--- src/rtl/fifo_wr_arbiter.sv ---
// Write-side arbiter for the TX FIFO: round-robin between a 2-byte ALU result
// and a 1-byte register-file result, serialised onto the FIFO write port.
module fifo_wr_arbiter #(
  parameter int DATA_WIDTH = 8,
  parameter int CNT_WIDTH  = 8
) (
  input  logic                      CLK,
  input  logic                      RST,
  input  logic                      ALU_VLD,
  input  logic [2*DATA_WIDTH-1:0]   ALU_OUT,
  output logic                      ALU_RDY,
  input  logic                      RF_VLD,
  input  logic [DATA_WIDTH-1:0]     RF_DATA,
  output logic                      RF_RDY,
  input  logic                      FULL,
  output logic [DATA_WIDTH-1:0]     WR_DATA,
  output logic                      W_INC,
  output logic                      BUSY,
  output logic [CNT_WIDTH-1:0]      WR_CNT,
  output logic [1:0]                state_dbg
);

  typedef enum logic [1:0] {
    IDLE  = 2'd0,
    WR_LO = 2'd1,
    WR_HI = 2'd2,
    WR_RF = 2'd3
  } state_t;

  state_t                  state;
  state_t                  state_nxt;
  logic [2*DATA_WIDTH-1:0] hold;
  logic                    last;
  logic                    grant_alu;
  logic                    grant_rf;

  // Handshake: a producer raises VLD with stable data and holds it until its
  // RDY pulse; RDY is high for the one cycle after the capture edge, and VLD is
  // only looked at in IDLE, so the producer may drop or replace it during RDY.
  always_comb begin
    grant_alu = 1'b0;
    grant_rf  = 1'b0;
    if (state == IDLE) begin
      grant_alu = ALU_VLD && (!RF_VLD || last);
      grant_rf  = RF_VLD && (!ALU_VLD || !last);
    end
  end

  always_ff @(posedge CLK or posedge RST) begin
    if (RST) begin
      state <= IDLE;
    end else begin
      state <= state_nxt;
    end
  end

  always_comb begin
    state_nxt = state;
    case (state)
      IDLE: begin
        if (grant_alu) begin
          state_nxt = WR_LO;
        end else if (grant_rf) begin
          state_nxt = WR_RF;
        end
      end
      WR_LO:   if (W_INC) state_nxt = WR_HI;
      WR_HI:   if (W_INC) state_nxt = IDLE;
      WR_RF:   if (W_INC) state_nxt = IDLE;
      default: state_nxt = IDLE;
    endcase
  end

  // FULL gates the write in the same cycle; state and data simply hold.
  always_comb begin
    W_INC   = 1'b0;
    WR_DATA = '0;
    case (state)
      WR_LO, WR_RF: begin
        W_INC   = !FULL;
        WR_DATA = hold[DATA_WIDTH-1:0];
      end
      WR_HI: begin
        W_INC   = !FULL;
        WR_DATA = hold[2*DATA_WIDTH-1:DATA_WIDTH];
      end
      default: begin
        W_INC   = 1'b0;
        WR_DATA = '0;
      end
    endcase
    BUSY      = (state != IDLE);
    state_dbg = state;
  end

  // last resets to 1 so the ALU wins the first tie after reset.
  always_ff @(posedge CLK or posedge RST) begin
    if (RST) begin
      hold    <= '0;
      last    <= 1'b1;
      ALU_RDY <= 1'b0;
      RF_RDY  <= 1'b0;
    end else begin
      ALU_RDY <= grant_alu;
      RF_RDY  <= grant_rf;
      if (grant_alu) begin
        hold <= ALU_OUT;
        last <= 1'b0;
      end else if (grant_rf) begin
        hold <= {{DATA_WIDTH{1'b0}}, RF_DATA};
        last <= 1'b1;
      end
    end
  end

  always_ff @(posedge CLK or posedge RST) begin
    if (RST) begin
      WR_CNT <= '0;
    end else if (W_INC) begin
      WR_CNT <= WR_CNT + {{(CNT_WIDTH-1){1'b0}}, 1'b1};
    end
  end

endmodule

--- config.mk ---
export PLATFORM = sky130hd
export DESIGN_NAME = fifo_wr_arbiter
export DESIGN_NICKNAME = d
export VERILOG_FILES = /design/src/rtl/fifo_wr_arbiter.sv
export SDC_FILE = /design/constraint.sdc
export NUM_CORES = 1
export LEC_CHECK = 0
export CORE_ASPECT_RATIO = 0.8
export CORE_UTILIZATION = 43
export DETAILED_ROUTE_END_ITERATION = 8
export PLACE_DENSITY = 0.85
export RECOVER_POWER = 100
export SLEW_MARGIN = 30
export SYNTH_ARGS = -nofsm -noshare
export SYNTH_HDL_FRONTEND = slang
export SYNTH_SLANG_ARGS = --single-unit
--- constraint.sdc ---
create_clock -name CLK -period 1.8 [get_ports CLK]
set_input_delay 0.36 -clock CLK [delete_from_list [all_inputs] [get_ports CLK]]
set_output_delay 0.36 -clock CLK [all_outputs]
set_load 0.005 [all_outputs]
; ---- Word-level counts from Yosys, hierarchy flattened
; Index checks and enable logic that the tools add are counted.
[totals]
in_bits = 29
ff_bits = 29
[classes]
eq_ne = 6
reduce_logical = 15
n_mux = 13
n_addsub = 1
[ops]
columns = cell, count
row1 = 2-to-1 mux 16 bit, 2
row2 = case mux 8 bit (2 select lines), 1
row3 = "adder 8 x 1 -> 8 bit, second input constant", 1
row4 = 2-to-1 mux 2 bit, 4
row5 = case mux 2 bit (3 select lines), 1
row6 = 2-to-1 mux 1 bit, 5
row7 = "equality test 2 bit, second input constant", 2
row8 = logical NOT 1 bit, 4
row9 = nonzero test 2 bit, 2
row10 = OR reduction 2 bit, 2
row11 = "!= test 3 bit, second input constant", 1
row12 = AND reduction 3 bit, 1
row13 = OR reduction 3 bit, 1
row14 = "equality test 2 x 1 -> 1 bit, second input constant", 1
row15 = logical AND 1 bit, 2
row16 = logical NOT 2 bit, 1
row17 = logical OR 1 bit, 2
row18 = "!= test 2 x 1 -> 1 bit, second input constant", 1
row19 = "!= test 2 bit, second input constant", 1

; ---- Depth between registers and ports, before layout
; Gate-level depths: netlist of run 1.
[logic_depth]
word_depth = 7
ltp_mapped = 6
depth_no_buf = 5

; ---- Least setup slack after synthesis of run 1
; OpenSTA, ideal clock, no wires.
[synth_path]
kind = register to register
start = register state[1], in the netlist state_dbg[1]
end = register hold[10]
path_slack_ns = 0.486
arrival_ns = 1.193
path_buffers = 1
path_stages_with_launch = 5
setup_ns = 0.121
path_cell_list = dfrtp_1 -> nor2_2 -> o21ai_2 -> buf_4 -> a22o_1
[synth_via]
elab_chain_cells = 3
[synth_lines]
columns = item, line
row1 = from (decl), 30  ; state_t state;
row2 = from (signal assigned), 53  ; state <= state_nxt;
row3 = logical NOT 2 bit (*), 43  ; if (state == IDLE) begin
row4 = 2-to-1 mux 1 bit, 43
row5 = 2-to-1 mux 16 bit or nonzero test 2 bit (tied branches), n/a
row6 = to (signal assigned), 110  ; hold <= {{DATA_WIDTH{1'b0}}, RF_DATA};
row7 = to (decl), 32  ; logic [2*DATA_WIDTH-1:0] hold;
; Every way passes the cells marked *; elsewhere a longest branch is shown, timed or not.
; A chain may end at the register's enable or synchronous reset.

; ---- Final worst setup path of run 1
[layout_path]
start = register state[0], in the netlist state_dbg[0]
end = output port WR_DATA[4]
[layout_via]
elab_chain_cells = 3
[layout_lines]
columns = item, line
row1 = equality test 2 x 1 -> 1 bit or equality test 2 bit (tied branches), 78  ; case (state)
row2 = OR reduction 2 bit, 78
row3 = case mux 8 bit (2 select lines) (*), 78
row4 = to (decl), 16  ; output logic [DATA_WIDTH-1:0] WR_DATA,
; Marked as above.

==> results.json, run 1 <==
{
  "synth-seq-cells": 29,
  "hold_viol_final": 0,
  "grt_usage_pct": 23.53,
  "cts_inserted_buffers": 5,
  "drc_errors": 0,
  "period_needed_ns": 1.752,
  "wirelength_um": 3493,
  "synth_cells": 121,
  "die_area_sq_um": 3300,
  "fin_setup_tns_ns": 0,
  "grt_max_degree": 30,
  "grt_pass1_vias": 1211,
  "ir_worst_vdd_v": 0.0009348,
  "finalSetupViolCount": 0,
  "critPathTopFamily": "buffers and inverters",
  "pre_cts_ws_ns": -0.1054,
  "place_congestion": 0.7612,
  "slew_headroom_pct": 52.59,
  "grt_overflow": 0,
  "worst_ep_required_time_ns": 1.44,
  "fp-row-count": 17,
  "die_y_um": 51.58,
  "grt_pass1_wl_um": 5713,
  "layout_setup_ws_ns": 0.04759,
  "synthTopCellsByArea": "dfrtp_1, a22o_1, a21oi_1",
  "async_flop_share_pct": 100.0,
  "synth_area_sq_um": 1321,
  "report.final.slew_viol_count": 0,
  "end_kind": "output port",
  "path_cells": "buf_6, buf_6, nand2_2, o21ai_2, dlygate4sd2_1",
  "synth_top_area_share_pct": 53.03,
  "ys_types": 30,
  "syn_to_final_growth_pct": 50.95,
  "skew_ns": 0.006484,
  "synth-edff-count": 0,
  "cts_root_buffer": "clkbuf_8",
  "crit_buf_inv": 3,
  "drive_above_1_share_pct": 18.18,
  "hold_path_depth": 1,
  "critical_path_class": "reg -> out",
  "max_stage_delay_ns": 0.44,
  "fmaxAchievable_mhz": 570.6,
  "start_kind": "register",
  "critPathArrivalTime_ns": 1.39,
  "cts_tree": "yes",
  "clockBufferDepth": 2,
  "grt_antenna_before_repair": 0,
  "synthTopCellsByCount": "dfrtp_1, nand2_1, a21oi_1, a22o_1, nor2_1",
  "cp.depth": 5,
  "synth_top_area_cell": "dfrtp_1",
  "reg2reg_depth": 6,
  "wl_per_cell_um": 15.52,
  "drt_iter0_drc": 64,
  "syn-num-nets": 151,
  "core_sq_um": 2829,
  "path_common_cell": "buf_6",
  "tightest_slew_ns": 0.7112,
  "portBuffers": 50,
  "antennaDiodeCount": 0,
  "cp_max_fo": 7,
  "htree_levels": 2,
  "cts_sinks": 29,
  "yosysMostFrequentCell": "dfrtp_1",
  "power.density_cell_area_nw_per_um2": 1588,
  "viasPerCell": 5.267,
  "finalCritPeriodShare_pct": 97.36,
  "dr.pass1.iters": 5,
  "maxCapViolations": 0,
  "synth_ff_type": "dfrtp_1",
  "postRouteAntennaNets": 0,
  "path_clk_slew_ns": 0.07,
  "power_leakage_nw": 0.9256,
  "die_x_um": 63.98,
  "synth.avg_cell_area_sq_um": 10.92,
  "initial_core_util_pct": 46.70,
  "status": "finished clean",
  "yosys_warnings": 0,
  "hold_path_class": "reg -> reg",
  "nets": 216,
  "yosysSeqAreaShare_pct": 55.02,
  "vias": 1185,
  "ioPinCount": 51,
  "clk_latency_ns": 0.28,
  "slowest_stage": "dfrtp_1",
  "dp_hpwl_um": 2246
}
## logic make-up after synthesis
kind of cell               synth area share (%)
and+or+nand+nor                           13.64
adders and majority gates                0.9468
buffers and inverters                     4.450
DFF                                       55.02
muxes                                    0.8522
AOI/OAI and AO/OA                         20.45
xor gates and xnor gates                  4.640
## through the flow
step	utilization, %	hold slack [ns]	cell area [sq um]	cells	total power [mW]
detailed placement	66.96	0.4693	1894	212	2.637
global route	70.50	0.5178	1994	225	3.372
global placement	66.96	0.4620	1894	212	2.585
floorplan	-	0.4374	1321	121	1.883
finish	70.50	0.4784	1994	225	3.166
CTS	71.96	0.4651	2036	224	3.252
## final timing paths
kind	from	to	slack, ns
worst max-delay path	state_dbg[0]	WR_DATA[4]	0.05
worst min-delay path	WR_CNT[7]	WR_CNT[7]	0.48
worst max register to register	state_dbg[0]	state_dbg[1]	0.11
worst min register to register	WR_CNT[7]	WR_CNT[7]	0.48
max in group asynchronous	RST	state_dbg[0]	0.62
min in group asynchronous	RST	hold[0]	0.72
## metal layers
metal	up-vias	global-route usage [%]	share of wire, %
met5	-	0	0
met4	0	10.61	1.7
met3	8	5.263	6.2
met2	49	39.72	50
met1	576	29.12	42
li1	552	-	-
## repair_timing
item / in CTS / in global routing
pin swaps: 5 / 0
gates resized for setup: 29 / 8
setup endpoints to repair: 10 / 5
buffers inserted: 3 / 1
hold buffers: 0 / 0
gates cloned: 1 / 0
## where the power goes
part	switching, mW	internal [mW]
sequential	0.199	0.924
clock	0.252	0.266
combinational	0.719	0.806
total	1.17	2.00
## cell usage in the layout, fill, tap and decap left out, types with 3 or more instances in the layout
| cell type | instances |
|---|---|
| dfrtp_1 | 28 |
| clkdlybuf4s50_1 | 27 |
| nand2_1 | 16 |
| a21oi_1 | 15 |
| a22o_1 | 15 |
| dlygate4sd3_1 | 11 |
| nor2_1 | 8 |
| xnor2_1 | 5 |
| clkbuf_8 | 5 |
| buf_6 | 5 |
| dlygate4sd2_1 | 5 |
| clkbuf_2 | 5 |
| buf_4 | 4 |
| o21ai_0 | 3 |
| clkbuf_1 | 3 |
## cell type report
type / count / area [sq um]
inverter: 3 / 16.27
fill: 212 / 834.6
clock buffer: 5 / 68.82
sequential: 29 / 726.9
clock inverter: 3 / 17.52
multi-input combinational: 83 / 541.8
timing repair buffer: 64 / 575.6
tap: 38 / 47.55
## state kept, by name, indices dropped and copies added (netlist names)
signal,cells
ALU_RDY,1
RF_RDY,1
WR_CNT,8
hold,16
last,1
state_dbg,2
## worst register-to-register path, stage by stage (launching register included)
cell and delay [ns]:
dfrtp_1 0.44, buf_6 0.17, nor2_4 0.08, clkbuf_1 0.26, o21a_1 0.40, o21ai_0 0.12, o21ai_0 0.15
(Power assumes the default switching activity.)
==> run 2, diff against run 1 <==
Settings changed: CORE_ASPECT_RATIO 0.8 to 2.
==> results.json, run 2 (same netlist as run 1, synthesis figures left out) <==
{
  "die_x_um": 41.20,
  "drive_above_1_share_pct": 17.46,
  "viasPerCell": 5.320,
  "max_stage_delay_ns": 0.44,
  "grt_pass1_wl_um": 5168,
  "hold_path_class": "reg -> reg",
  "critPathTopFamily": "buffers and inverters",
  "hold_viol_final": 0,
  "drc_errors": 0,
  "cts_root_buffer": "clkbuf_8",
  "cts_tree": "yes",
  "finalCritPeriodShare_pct": 96.66,
  "fp-row-count": 28,
  "grt_antenna_before_repair": 0,
  "clockBufferDepth": 2,
  "end_kind": "output port",
  "portBuffers": 50,
  "vias": 1165,
  "fillCellCount": 238,
  "die_y_um": 80.39,
  "crit_buf_inv": 3,
  "layout_common_cells": "clkdlybuf4s50_1, dfrtp_1, nand2_1, a21oi_1, a22o_1",
  "cp_max_fo": 6,
  "maxCapViolations": 0,
  "skew_ns": 0.004001,
  "critPathArrivalTime_ns": 1.38,
  "nets": 218,
  "die_area_sq_um": 3312,
  "grt_setup_unrepaired": "false",
  "dp_hpwl_um": 2394,
  "dr.pass1.iters": 4,
  "utilization_pct": 67.81,
  "regMostFlops": "hold",
  "drt_iter0_drc": 25,
  "grt_usage_pct": 23.73,
  "power_leakage_nw": 0.9408,
  "wirelength_um": 3407,
  "cts_sinks": 29,
  "cts_inserted_buffers": 5,
  "finalSetupViolCount": 0,
  "path_clk_slew_ns": 0.06,
  "largest_reg_flops": 16,
  "period_needed_ns": 1.740,
  "start_kind": "register",
  "initial_core_util_pct": 44.90,
  "slowest_stage": "dfrtp_2",
  "multi_input_comb_area_sq_um": 533.0,
  "ir_worst_vdd_v": 0.0009552,
  "worst_ep_required_time_ns": 1.44,
  "place_congestion": 0.8005,
  "hold_buffers": 0,
  "antennaDiodeCount": 0,
  "fin_setup_tns_ns": 0,
  "fmaxAchievable_mhz": 574.7,
  "tightest_slew_ns": 0.7049,
  "grt_max_degree": 30,
  "grt_pass1_vias": 1147,
  "slew_headroom_pct": 53.01,
  "report.final.slew_viol_count": 0,
  "wl_per_cell_um": 15.56,
  "htree_levels": 2,
  "ioPinCount": 51,
  "grt_overflow": 0,
  "mostFrequentLayoutCell": "clkdlybuf4s50_1",
  "layout.area.seq_sq_um": 728.2,
  "postRouteAntennaNets": 0,
  "path_cells": "buf_6, clkbuf_1, a22o_1, clkdlybuf4s15_1",
  "syn_to_final_growth_pct": 51.04,
  "core_sq_um": 2943,
  "power.density_cell_area_nw_per_um2": 1602,
  "clk_latency_ns": 0.28,
  "status": "finished clean",
  "critical_path_class": "reg -> out"
}
-- run 2: metal layers --
layer	track usage, %	vias up	routed length [um]
met1	25.19	546	1224
met5	0	-	0
met4	11.61	0	69
met3	7.182	6	232
met2	39.38	52	1881
li1	-	561	-
-- run 2: path summary, 6_finish.rpt --
check | from | slack (ns) | endpoint | cells past startpoint
setup / recovery | state_dbg[0] | 0.06 | WR_DATA[6] | 4
hold / removal | last | 0.49 | last | 2
setup reg to reg | state_dbg[0] | 0.11 | hold[2] | 8
hold reg to reg | last | 0.49 | last | 2
max in group asynchronous | RST | 0.59 | state_dbg[0] | 3
min in group asynchronous | RST | 0.71 | WR_CNT[7] | 3
-- run 2: cell type report --
class	instances	share of cell area [%]
multi-input combinational	83	26.71
timing repair buffer	66	29.03
tap	30	1.881
inverter	3	0.8150
sequential	29	36.49
clock inverter	1	0.2508
clock buffer	7	4.828
-- run 2: worst register-to-register path, stage by stage, from the launching register on --
cell and delay, ns:
dfrtp_2 0.44, buf_6 0.14, clkbuf_4 0.13, nor2_2 0.09, buf_4 0.16, o21ai_2 0.07, clkbuf_2 0.24, a21oi_1 0.21
a21oi_1 0.10
-- run 2: per-stage QoR --
stage / hold slack [ns] / setup slack (ns) / total power, mW / cells / cell area (sq um)
global placement: 0.4624 / -0.1454 / 2.602 / 205 / 1892
global route: 0.5139 / 0.007044 / 3.412 / 219 / 1996
finish: 0.4892 / 0.06010 / 3.198 / 219 / 1996
floorplan: 0.4374 / 0.4865 / 1.883 / 121 / 1321
detailed placement: 0.4653 / -0.1566 / 2.667 / 205 / 1892
CTS: 0.4511 / 0.01696 / 3.279 / 216 / 2023
-- run 2: report_power, final --
part	switching [mW]	total [mW]	internal (mW)	leakage, nW
Sequential	0.200	1.13	0.927	0.355
Clock	0.246	0.591	0.345	0.0542
Combinational	0.668	1.48	0.811	0.532
-- run 2: repair_timing --
item,CTS,global route
endpoints found under the setup margin,10,4
pin swaps,4,0
setup buffers,3,2
gates resized for setup,18,3
cloned,0,1
==> run 3, diff against run 2 <==
Settings changed: CTS_CLUSTER_DIAMETER set to 40, DONT_BUFFER_PORTS set to 1, PLACE_DENSITY 0.85 to 0.64.
==> results.json, run 3 (same netlist as run 1, synthesis figures left out) <==
{
  "grt_pass1_vias": 931,
  "worstSetupEndpoint": "WR_DATA[6]",
  "wirelength_um": 2890,
  "finalSetupViolCount": 0,
  "power_leakage_nw": 0.6571,
  "fillCellCount": 301,
  "layout.area.seq_sq_um": 726.9,
  "syn_to_final_growth_pct": 8.902,
  "clk_latency_ns": 0.28,
  "cts_setup_buffers": 0,
  "fp-row-count": 28,
  "path_clk_slew_ns": 0.06,
  "die_area_sq_um": 3312,
  "layout_common_cells": "dfrtp_1, nand2_1, a21oi_1, a22o_1, nor2_1",
  "r2r-end": "state_dbg[1]",
  "drive_above_1_share_pct": 13.49,
  "report.final.slew_viol_count": 0,
  "start_kind": "register",
  "cts_tree": "yes",
  "worst_ep_required_time_ns": 1.44,
  "finalCritPeriodShare_pct": 94.59,
  "slowest_stage": "dfrtp_1",
  "p_comb_share_pct": 32.1,
  "period_needed_ns": 1.703,
  "cp_max_fo": 7,
  "dr.pass1.iters": 4,
  "clockPowerShare_pct": 25.1,
  "utilization_pct": 48.89,
  "die_y_um": 80.39,
  "portBuffers": 0,
  "critPathArrivalTime_ns": 1.34,
  "die_x_um": 41.20,
  "hold_path_class": "in -> async",
  "postLayoutCellArea_sq_um": 1439,
  "grt_antenna_before_repair": 0,
  "initial_core_util_pct": 44.90,
  "reg2reg_from": "state_dbg[1]",
  "cts_root_buffer": "clkbuf_8",
  "regMostFlops": "hold",
  "antennaDiodeCount": 0,
  "dp_cells": 148,
  "reg2reg_slack_ns": 0.26,
  "nets": 155,
  "drt_iter0_drc": 14,
  "net-switching-power_mw": 0.9831,
  "ir_worst_vdd_v": 0.0007775,
  "crit_start": "state_dbg[1]",
  "p_seq_share_pct": 42.8,
  "drc_errors": 0,
  "layout_setup_ws_ns": 0.09732,
  "place_area_sq_um": 1351,
  "multi_input_comb_area_sq_um": 526.8,
  "grt_setup_unrepaired": "false",
  "maxCapViolations": 0,
  "postRouteAntennaNets": 0,
  "dp_hpwl_um": 2146,
  "grt_usage_pct": 20.12,
  "htree_levels": 2,
  "tightest_slew_ns": 0.8539,
  "ioPinCount": 51,
  "cts_inserted_buffers": 5,
  "skew_ns": 0.005032,
  "grt_overflow": 0,
  "core_sq_um": 2943,
  "critical_path_class": "reg -> out",
  "hold_viol_final": 0,
  "slew_headroom_pct": 43.07,
  "clockBufferDepth": 2,
  "largest_reg_flops": 16,
  "mostFrequentLayoutCell": "dfrtp_1",
  "max_stage_delay_ns": 0.47,
  "power.density_cell_area_nw_per_um2": 1901,
  "path_cells": "nor2b_2, a22o_1",
  "end_kind": "output port",
  "grt_max_degree": 18,
  "grt_pass1_wl_um": 4409,
  "fmaxAchievable_mhz": 587.3,
  "vias": 923,
  "viasPerCell": 5.917,
  "status": "finished clean",
  "p_int_mw": 1.752,
  "switching_share_pct": 35.94,
  "fin_setup_tns_ns": 0,
  "place_congestion": 0.7863,
  "finalNonFillerCells": 156,
  "pre_cts_ws_ns": 0.2090,
  "cts_sinks": 29,
  "wl_per_cell_um": 18.53,
  "reg2reg_depth": 4
}
-- run 3: cell count changes in the layout (fill, tap and decap cells not counted), sizes merged --
cell,delta
clkdlybuf4s15,-1
clkinv,-1
buf,-7
clkdlybuf4s50,-28
clkbuf,-8
dlygate4sd2,-8
bufinv,+1
dlygate4sd3,-11
-- run 3: how the worst min path moves through the flow --
stage | endpoint | from | slack [ns] | cells past startpoint
floorplan | ALU_RDY | RST | 0.44 | 1
global placement | RF_RDY | RST | 0.32 | 1
detailed placement | RF_RDY | RST | 0.34 | 1
CTS | RF_RDY | RST | 0.04 | 1
global route | RF_RDY | RST | 0.03 | 1
finish | RF_RDY | RST | 0.004 | 1
-- run 3: layout make-up --
| cell class | count | share of cell area, % |
|---|---|---|
| inverters | 3 | 1.130 |
| clock inverters | 1 | 2.087 |
| repair buffers | 3 | 1.043 |
| clock buffers | 7 | 6.000 |
| well taps | 30 | 2.609 |
| multi-input cells | 83 | 36.61 |
| flip-flops and latches | 29 | 50.52 |
-- run 3: timing repair --
action / 4_1_cts / 5_1_grt
hold endpoints to repair: 0 / 0
endpoints found under the setup margin: 7 / 0
resized for setup: 1 / 0
hold buffers: 0 / 0
-- run 3: layer usage --
layer  vias up  GRT usage [%]  share of wire (%)
li1        431              -                  -
met4         0          8.710                2.1
met3         7          8.287                7.2
met1       450          20.44                 35
met2        35          33.44                 55
met5         -              0                  0
-- run 3: stage by stage --
stage | power (mW) | hold slack [ns]
floorplan | 1.883 | 0.4374
global placement | 2.036 | 0.3229
detailed placement | 2.095 | 0.3417
CTS | 2.806 | 0.03686
global route | 2.943 | 0.03154
finish | 2.735 | 0.003625
-- run 3: power by group through the flow --
stage	Clock (mW)	Combinational [mW]	Sequential, mW
final	0.687	0.877	1.17
after detailed placement	0	0.917	1.18
after floorplan	0	0.772	1.11
after global routing	0.735	0.995	1.21
after global placement	0	0.872	1.16
after CTS	0.710	0.922	1.17
-- run 3: worst max-delay path: cells and delay by family (launching register included) --
family | cells | cell delay, ns
flops | 1 | 0.47
simple gates | 1 | 0.38
compound gates | 1 | 0.21
